==> config.mk <==
export PLATFORM = sky130hd
export DESIGN_NAME = pc_return_stack
export DESIGN_NICKNAME = d
export VERILOG_FILES = /design/src/rtl/pc_stack_pkg.sv /design/src/rtl/pc_return_stack.sv
export SDC_FILE = /design/constraint.sdc
export NUM_CORES = 1
export LEC_CHECK = 0
export ABC_AREA = 1
export CAP_MARGIN = 20
export CORE_AREA = 2 2 81 68
export CTS_CLUSTER_SIZE = 40
export DETAILED_ROUTE_END_ITERATION = 8
export DIE_AREA = 0 0 83 70
export PLACE_DENSITY = 0.76
export SLEW_MARGIN = 25
export SYNTH_ARGS = -nofsm -noshare
export SYNTH_HDL_FRONTEND = slang
export SYNTH_SLANG_ARGS = --single-unit
==> constraint.sdc <==
create_clock -name clk -period 2.41 [get_ports clk]
set_input_delay 0.482 -clock clk [delete_from_list [all_inputs] [get_ports clk]]
set_output_delay 0.482 -clock clk [all_outputs]
set_load 0.05 [all_outputs]
==> src/rtl/pc_stack_pkg.sv <==
// Shared constants and op decoding for the PC return-address stack.
package pc_stack_pkg;

  localparam int OVF_DISCARD = 0;
  localparam int OVF_REFUSE  = 1;
  localparam int FILL_COPY   = 0;
  localparam int FILL_ZERO   = 1;

  typedef enum {OP_NOP, OP_PUSH, OP_POP, OP_REPLACE} stk_op_t;

  function automatic stk_op_t decode_op(input logic push, input logic pop);
    case ({push, pop})
      2'b10:   return OP_PUSH;
      2'b01:   return OP_POP;
      2'b11:   return OP_REPLACE;
      default: return OP_NOP;
    endcase
  endfunction

endpackage

==> src/rtl/pc_return_stack.sv <==
// Parametrised return-address stack: shift-register entries, saturating
// occupancy count, sticky overflow/underflow flags and a debug peek port.
module pc_return_stack
  import pc_stack_pkg::*;
#(
  parameter int PC_W     = 10,
  parameter int DEPTH    = 4,
  parameter int OVF_MODE = OVF_DISCARD,
  parameter int UNF_FILL = FILL_COPY,
  localparam int IDX_W   = (DEPTH > 1) ? $clog2(DEPTH) : 1,
  localparam int CNT_W   = $clog2(DEPTH + 1)
) (
  input  logic             clk,
  input  logic             rst,
  input  logic             ena,
  input  logic             push,
  input  logic             pop,
  input  logic [PC_W-1:0]  push_pc,
  input  logic             err_clr,
  input  logic [IDX_W-1:0] peek_idx,
  output logic [PC_W-1:0]  top_pc,
  output logic [PC_W-1:0]  peek_pc,
  output logic [CNT_W-1:0] count,
  output logic             empty,
  output logic             full,
  output logic             ovf,
  output logic             unf
);

  logic [DEPTH-1:0][PC_W-1:0] stk, stk_nxt;
  logic [CNT_W-1:0]           cnt_nxt;
  logic                       ovf_nxt, unf_nxt;
  stk_op_t                    op;

  assign op     = decode_op(push, pop);
  assign top_pc = stk[0];
  assign empty  = (count == '0);
  assign full   = (count == CNT_W'(DEPTH));

  // Loop compare rather than direct index so out-of-range selects read 0.
  always_comb begin
    peek_pc = '0;
    for (int i = 0; i < DEPTH; i++)
      if (peek_idx == IDX_W'(i)) peek_pc = stk[i];
  end

  always_comb begin
    stk_nxt = stk;
    cnt_nxt = count;
    ovf_nxt = ovf & ~err_clr;
    unf_nxt = unf & ~err_clr;
    case (op)
      OP_PUSH: begin
        if (full && OVF_MODE == OVF_REFUSE) begin
          ovf_nxt = 1'b1;
        end else begin
          for (int i = DEPTH - 1; i > 0; i--) stk_nxt[i] = stk[i-1];
          stk_nxt[0] = push_pc;
          if (full) ovf_nxt = 1'b1;
          else      cnt_nxt = count + CNT_W'(1);
        end
      end
      // Empty pops still shift: the core's RET loads whatever falls out.
      OP_POP: begin
        for (int i = 0; i < DEPTH - 1; i++) stk_nxt[i] = stk[i+1];
        stk_nxt[DEPTH-1] = (UNF_FILL == FILL_ZERO) ? '0 : stk[DEPTH-1];
        if (empty) unf_nxt = 1'b1;
        else       cnt_nxt = count - CNT_W'(1);
      end
      OP_REPLACE: begin
        stk_nxt[0] = push_pc;
        if (empty) cnt_nxt = CNT_W'(1);
      end
      default: ;
    endcase
  end

  always_ff @(posedge clk) begin
    if (rst) begin
      stk   <= '0;
      count <= '0;
      ovf   <= 1'b0;
      unf   <= 1'b0;
    end else if (ena) begin
      stk   <= stk_nxt;
      count <= cnt_nxt;
      ovf   <= ovf_nxt;
      unf   <= unf_nxt;
    end
  end

endmodule

# Word level (Yosys, flattened, before mapping)
# Cells that the tools add are included.
[word_totals]
ff_bits = 45
output_inout_bits = 27
[classes]
addsub = 2
eq_ne = 13
muxes = 15
bitwise = 4
n_reduce_logical = 10
[ops]
columns = ["operator", "count"]
rows = [
  ["32-bit by 2-bit == test with 1-bit output, second input constant", 2],
  ["30-bit case mux with 2 select lines", 1],
  ["10-bit two-way mux", 4],
  ["32-bit by 1-bit == test with 1-bit output, second input constant", 1],
  ["10-bit case mux with 2 select lines", 1],
  ["3-bit two-way mux", 3],
  ["3-bit case mux with 3 select lines", 1],
  ["2-bit == test, second input constant", 4],
  ["2-bit inequality test, second input constant", 3],
  ["2-bit case mux with 3 select lines", 1],
  ["5-bit AND reduction", 1],
  ["2-bit by 1-bit == test with 1-bit output, second input constant", 2],
  ["1-bit two-way mux", 4],
  ["2-bit AND reduction", 2],
  ["2-bit nonzero test", 2],
  ["3-bit by 1-bit adder with 3-bit output, second input constant", 1],
  ["3-bit == test, second input constant", 1],
  ["3-bit logical NOT", 1],
  ["3-bit AND reduction", 1],
  ["3-bit nonzero test", 1],
  ["3-bit by 1-bit subtractor with 3-bit output, second input constant", 1],
  ["1-bit AND", 2],
  ["2-bit logical NOT", 1],
  ["1-bit inverter", 2],
  ["2-bit OR reduction", 1],
]

# Depth between registers and ports, before layout
[logic_depth]
depth_word = 6
mapped_depth = 13

# Least setup slack after synthesis
# No wires, ideal clock.
[synth_timing]
kind = "input port to flip-flop"
from = "input push"
to = "register count[2]"
setup_time_ns = 0.064
t_arrival_ns = 1.804
t_required_ns = 2.346
slack_ns = 0.543
stages = 13
n_path_buf = 2
cell_sequence = "inv_1 -> ha_1 -> buf_4 -> buf_4 -> xor2_1 -> ha_1 -> inv_1 -> nand2_1 -> nand2_1 -> nand2_1 -> nor2_1 -> nor2_2 -> nor2_1"
[synth_via]
elab_chain_cells = 5
[synth_rtl]
columns = ["item", "line", "rtl"]
rows = [
  ["from (decl)", "pc_return_stack.sv:16", "input logic push,"],
  ["2-bit == test or 2-bit by 1-bit == test with 1-bit output (tied branches)", "pc_stack_pkg.sv:12", "case ({push, pop})"],
  ["2-bit case mux with 3 select lines *", "pc_stack_pkg.sv:12", ""],
  ["32-bit by 1-bit == test with 1-bit output or 32-bit by 2-bit == test with 1-bit output (tied branches)", "pc_return_stack.sv:52", "case (op)"],
  ["2-bit inequality test (no line) or 3-bit nonzero test (tied branches)", "-", ""],
  ["5-bit AND reduction (no line)", "-", ""],
  ["to (signal assigned)", "pc_return_stack.sv:86", "count <= cnt_nxt;"],
  ["to (decl)", "pc_return_stack.sv:23", "output logic [CNT_W-1:0] count,"],
]
# Mark *: on every way between the ends. The rest lies on a longest branch, timed or not.
# A chain may end at the register's enable or synchronous reset.

# Final worst setup path
[layout_timing]
from = "input peek_idx[1]"
to = "output peek_pc[0]"
[layout_via]
elab_chain_cells = 5
[layout_rtl]
columns = ["item", "line", "rtl"]
rows = [
  ["from (decl)", "pc_return_stack.sv:20", "input logic [IDX_W-1:0] peek_idx,"],
  ["2-bit logical NOT", "pc_return_stack.sv:44", "if (peek_idx == IDX_W'(i)) peek_pc = stk[i];"],
  ["10-bit two-way mux (3 in series)", "pc_return_stack.sv:44", ""],
  ["10-bit two-way mux *", "pc_return_stack.sv:44", ""],
  ["to (decl)", "pc_return_stack.sv:22", "output logic [PC_W-1:0] peek_pc,"],
]
# Marks and branches as above.

==> impl_metrics.json <==
{
  "gp_congestion": 0.9021,
  "ir_drop_uv": 304.3,
  "worstSetupPathType": "input pin to output pin",
  "initial_utilization": 0.4885,
  "cts_buffers": 5,
  "grt_overflow": 0,
  "grt_start_max_net_pins": 41,
  "root_buffer": "clkbuf_8",
  "fin_total_pwr_w": 0.001892,
  "track_usage": 0.2326,
  "synth_cells": 374,
  "post_cts_buffers": 0,
  "grt_pass1_wl_um": 11150,
  "cp_slowest_cell": "clkdlybuf4s50_1",
  "path_cells": "clkdlybuf4s50_1 -> inv_1 -> nand2_2 -> clkinvlp_4 -> nand2_2 -> nand4_1 -> buf_12",
  "rr_startpoint": "count[1]",
  "cts_buffer_depth": 2,
  "htree_levels": 2,
  "cp-end-kind": "output pin",
  "fin_crit_ps": 2384,
  "crit_fanout": 10,
  "antenna_found_initial": 0,
  "dieArea_um2": 5810,
  "run_status": "complete, no violations",
  "clock_skew_ps": 7.031,
  "path_buf_inv": 4,
  "cts_sinks": 45,
  "yosysSeqAreaShare": 0.3591,
  "dieHeight_um": 70,
  "drive_gt1_frac": 0.1076,
  "synth_cell_types": 20,
  "io_buffers": 44,
  "routedWlPerCell_um": 13.95,
  "worst_setup_path_start_kind": "input pin",
  "synth_area_um2": 2509,
  "clk_latency_ps": 300,
  "syn-num-nets": 398,
  "min_period_over_period": 0.9893,
  "hold_viol": 0,
  "hpwl_um": 4824,
  "vias": 2525,
  "ys_warn_count": 0,
  "arrival_ps": 1900,
  "fmax_mhz": 419.4,
  "cap_violations": 0,
  "cts.clk_slew.worst_paths_ps": 90,
  "synthAdderAreaFrac": 0.02993,
  "worstMarginPinSlew_ps": 1063,
  "synth.mux.area_fraction": 0,
  "synth_xor_area_frac": 0.003491,
  "grt_pass1_vias": 2283,
  "final_core_util": 0.6165,
  "vias_per_cell": 5.327,
  "die_w_um": 83,
  "min_path_type": "flip-flop to flip-flop",
  "leakagePower_nw": 1.413,
  "drt_first_pass_iters": 4,
  "drt_iter0_drc": 279,
  "io_pins": 45,
  "cp.required_ps": 1930,
  "cpMostUsedCell": "nand2_2",
  "synth_simple_gate_area_frac": 0.3446,
  "drtAntennaViolNets": 0,
  "drc": 0,
  "core_area_um2": 5135,
  "cpPeakStageDelay_ps": 520,
  "powerDensity_nw_per_um2": 597.6,
  "ys_seq_elements": 45,
  "critPathTopFamily": "buffers and inverters",
  "synth.avg_cell_area_um2": 6.708,
  "setup_violations": 0,
  "rsz0062_at_grt": "true",
  "syn_to_final_growth_pct": 26.18,
  "nets": 432,
  "min-delay-start": "unf",
  "cts_tree": "done",
  "slew_headroom": 0.2905,
  "cp-startpoint": "peek_idx[1]",
  "num_rows": 24,
  "finalMaxSlewViolations": 0,
  "synth_top_family_by_area": "simple AND/OR/NAND/NOR gates",
  "synth_compound_area_frac": 0.1207,
  "n_antenna_cell": 0,
  "drt-total-wl_um": 6614
}
## registers in the layout, summed over array words and instances (netlist names)
signal and flops:
ovf 1, top_pc 10, unf 1, count 3, stk 30
## cells in the mapped netlist
cell	n	area, µm²
a21oi_1	12	60.06
buf_2	9	45.04
buf_4	16	120.1
clkbuf_1	1	3.750
clkinv_1	3	11.26
dfxtp_1	45	900.9
ha_1	6	75.07
inv_1	43	161.4
inv_2	4	15.01
nand2_1	129	484.2
nand2_2	3	18.77
nand3_1	44	220.2
nand4_1	10	62.56
nor2_1	10	37.54
nor2_2	3	18.77
nor2_4	2	22.52
o211ai_1	30	225.2
o21ai_0	2	10.01
o21bai_1	1	7.510
xor2_1	1	8.760
## final timing paths
check                    end  slack [ps]  cells after the start
setup / recovery  peek_pc[0]          30                      7
hold / removal           unf         490                      2
setup reg to reg    count[2]        1000                      9
hold reg to reg          unf         490                      2
## where the power goes
part	switching (W)	internal [W]	total, W
Clock	0.000279	0.000211	0.000490
Sequential	0.0000651	0.000793	0.000858
Combinational	0.000332	0.000212	0.000544
Total	0.000676	0.00122	0.00189
## layer usage
layer,routed length [µm],track usage,vias to the layer above
met2,2966,0.3539,113
met1,2982,0.3375,1135
met5,0,0,-
met4,116,0.07104,0
met3,548,0.03901,10
li1,-,-,1267
## tightest hold or removal path, stage by stage, from the launching register on
cell	delay, ps
dfxtp_1	320
o21ai_0	70
a21oi_1	60
## cell type report
| type | count | area [µm²] |
|---|---|---|
| clock inverters | 3 | 25.02 |
| clock buffers | 5 | 68.82 |
| fillers | 438 | 1969 |
| flip-flops and latches | 45 | 900.9 |
| multi-input cells | 253 | 1259 |
| repair buffers | 53 | 635.6 |
| inverters | 50 | 195.2 |
| well taps | 65 | 81.33 |
## through the flow
stage                     std cells  area, µm²  setup slack (ps)  TNS (ps)  hold WS (ps)
after floorplan                 374       2509             542.5         0         451.7
after global placement          466       3054            -11.19    -11.19         468.3
after detailed placement        466       3054            -14.83    -43.49         475.4
after CTS                       474       3151             5.539         0         490.0
after global routing            474       3166            -18.34    -18.34         516.5
final                           474       3166             25.79         0         486.6
## timing repair
action                     in CTS  in global routing
hold buffers                    0                  0
cloned                          0                  0
setup endpoints to repair       3                 11
gates resized for setup         1                  5
## kinds of logic after synthesis
family / count (synthesis)
simple gates: 201
buf+inv: 76
compound gates: 45
flops: 45
fa+ha+maj: 6
xor+xnor: 1
## layout by cell type (no fill, tap or decap), types with 3 or more instances in the layout
cell / n
dfxtp_1: 45
inv_1: 43
nor2_1: 9
nor2_2: 4
clkinvlp_4: 3
ha_1: 6
clkdlybuf4s50_1: 33
buf_12: 12
o211ai_1: 30
clkbuf_8: 5
a21oi_1: 12
nand3_1: 44
nand4_1: 10
buf_4: 7
nand2_2: 5
nand2_1: 127
inv_2: 4
(Power assumes the default switching activity.)
==> variant 1 (same settings) <==
Put one more register stage on the output `ovf`, with the module's reset. The value now appears one clock later. The other outputs are not delayed to match.
--- a/src/rtl/pc_return_stack.sv
+++ b/src/rtl/pc_return_stack.sv
@@ -28,4 +28,6 @@
 );
 
+  logic ovf_s0;
+
   logic [DEPTH-1:0][PC_W-1:0] stk, stk_nxt;
   logic [CNT_W-1:0]           cnt_nxt;
@@ -48,5 +50,5 @@
     stk_nxt = stk;
     cnt_nxt = count;
-    ovf_nxt = ovf & ~err_clr;
+    ovf_nxt = ovf_s0 & ~err_clr;
     unf_nxt = unf & ~err_clr;
     case (op)
@@ -80,11 +82,19 @@
       stk   <= '0;
       count <= '0;
-      ovf   <= 1'b0;
+      ovf_s0 <= 1'b0;
       unf   <= 1'b0;
     end else if (ena) begin
       stk   <= stk_nxt;
       count <= cnt_nxt;
-      ovf   <= ovf_nxt;
+      ovf_s0 <= ovf_nxt;
       unf   <= unf_nxt;
+    end
+  end
+
+  always_ff @(posedge clk) begin
+    if (rst) begin
+      ovf <= '0;
+    end else begin
+      ovf <= ovf_s0;
     end
   end
Behaviour: not the same (Yosys sat finds a counterexample within 10 cycles, from zero or initial values and one cycle with rst high).
==> variant 1 against the unedited design <==
Global-route usage is 1.1 points lower; clock skew is 5.5 ps higher; wire length is 4.5% lower; sequential cell count is 1 higher; critical path depth stayed put; largest power group unchanged; cell area is 0.43% higher; setup slack better by 40 ps; total power is 0.44% lower; utilization is 0.27 points higher; final cell count stayed put; non-clock buffer count is 1 lower; highest routed layer unchanged; synthesized area is 0.50% higher.
==> variant 1: results (changes against the unedited design) <==
Run status
  • Status: complete, no violations

GRT
  • GRT met1 Usage: 32.6% (-1.1 points)
  • GRT met2 Usage: 32.3% (-3.0 points)
  • GR Util met3: 5.67% (+1.8 points)
  • Vias in the first global route: 2199 (-3.7%)
  • Largest net degree at the start of global routing: 36 (-12%)
  • First-pass GRT wire length: 10.5 mm (-5.6%)
  • Tot GR Track Use: 22.2% (-1.1 points)

Synth
  • Gate Count Post-Synth: 375 (+0.27%)
  • Sequential area share after synthesis: 36.5% (+0.62 points)
  • Top cells by count, synth: nand2_1 (132), dfxtp_1 (46), nand3_1 (43)
  • Unique masters post-synth: 22 (+10%)
  • Compound-cell area share of the yosys netlist: 11.6% (-0.46 points)
  • Net Count, Synth: 399 (+0.25%)

Timing
  • Worst-Margin Slew: 598 ps (-465 ps)
  • Max Clock Skew: 12.5 ps (+5.48 ps)

Drt
  • WL/cell: 13.3 um (-4.5%)
  • WL met2: 2.70 mm (-8.8%)
  • WL met3: 606 um (+11%)
  • 1st-iter DRT viols: 220 (-21%)
  • M1 WL: 2.94 mm (-1.3%)

Place
  • Placed Instance Area: 0.00308 sq mm (+0.74%)
  • Post-DP HPWL: 4.63 mm (-4.0%)
  • GP Congestion: 0.875 (-3.0%)
  • Worst slack, placed: -11.0 ps (+3.87 ps)

Layout
  • Multi-input combinational area share: 39.5% (-0.29 points)
  • Bufs w/o clock: 52 (-1.9%)
  • Clk tree area frac: 2.83% (-0.13 points)
  • Fill count: 455 (+3.9%)
  • Multi-Input Combinational: 254 (+0.40%)
  • Sequential cell area share: 29.0% (+0.51 points)
  • Inverters: 49 (-2.0%)

Critical path
  • Crit Path Max Fanout: 10 (unchanged)
  • Crit path DAT: 1860 ps (-40 ps)

Clock network
  • Clk sinks: 46 (+2.2%)

Pwr
  • Static leakage: 1.38 nW (-2.1%)
==> variant 1: cell types whose count changed in the layout (fill, tap and decap cells not counted), sizes merged <==
cell and delta:
nand3 -1, nor2 +1, nor3 +1, buf -1, a21oi -2, dlymetal6s2s -1, clkinv +2, nand2 +2
clkdlybuf4s50 +1, dfxtp +1, inv -3
==> variant 1: worst max-delay path: cells and delay by family <==
family | cells | cell delay [ps]
simple gates | 3 | 360
buf+inv | 4 | 1010
==> variant 1: path summary, 6_finish.rpt <==
path,from,end,slack (ps),cells past startpoint
max,peek_idx[1],peek_pc[8],70,7
min,ovf_s0,ovf,430,2
max reg2reg,count[1],count[2],1120,9
min reg2reg,ovf_s0,ovf,430,2
==> variant 1: where the power goes <==
part	leakage (nW)	switching, W	internal, W
logic	0.962	0.000326	0.000212
registers	0.377	0.0000658	0.000809
clock network	0.0441	0.000266	0.000204
total	1.38	0.000658	0.00123
==> variant 2 (same settings) <==
Without the edit above. `DEPTH`: 4 -> 8.
--- a/src/rtl/pc_return_stack.sv
+++ b/src/rtl/pc_return_stack.sv
@@ -5,5 +5,5 @@
 #(
   parameter int PC_W     = 10,
-  parameter int DEPTH    = 4,
+  parameter int DEPTH    = 8,
   parameter int OVF_MODE = OVF_DISCARD,
   parameter int UNF_FILL = FILL_COPY,
Interface: changed (resized count and peek_idx); port bits go from 45 to 47. The function was not compared with the original's and may differ.
==> variant 2 against the unedited design <==
The run now fails in global placement without I/O (3_1_place_gp_skip_io); synthesized cell count grew 89%; synthesized area grew 92%.
==> variant 2: results (changes against the unedited design) <==
Synth
  • Unique masters post-synth: 25 (+25%)
  • Fraction of registers with async set/reset: 0% (unchanged)
  • Post-synthesis register bit count: 86 (+91%)
  • Post-Syn Area per Cell: 6.82 sq um (+1.7%)
  • Main area contributors after synthesis: dfxtp_1 (36%), nand2_1 (14%), o211ai_1 (12%), nand3_1 (8.0%), nand4_1 (5.2%)
  • Top cells by count, synth: nand2_1 (176), dfxtp_1 (86), o211ai_1 (80)
  • Net Count, Synth: 735 (+85%)
  • Yosys warns: 0 (unchanged)
  • Post-synth EDFFs: 0 (unchanged)
  • Sequential area share after synthesis: 35.7% (-0.25 points)

Run status
  • Tool error: [ERROR GPL-0301] Utilization 110.312 % exceeds 100%.
  • Status: aborted with a tool error
  • Fail Step: global placement without I/O (3_1_place_gp_skip_io)
[variant 2: logic make-up after synthesis]
kind of cell / Yosys count / synth area share, %
AO/OA/AOI/OAI: 117 / 16.3
XOR/XNOR: 3 / 0.544
adder cells (fa/ha/maj): 8 / 2.23
buffers and inverters: 160 / 14.3
flip-flops: 86 / 35.7
AND/OR/NAND/NOR: 334 / 31.0
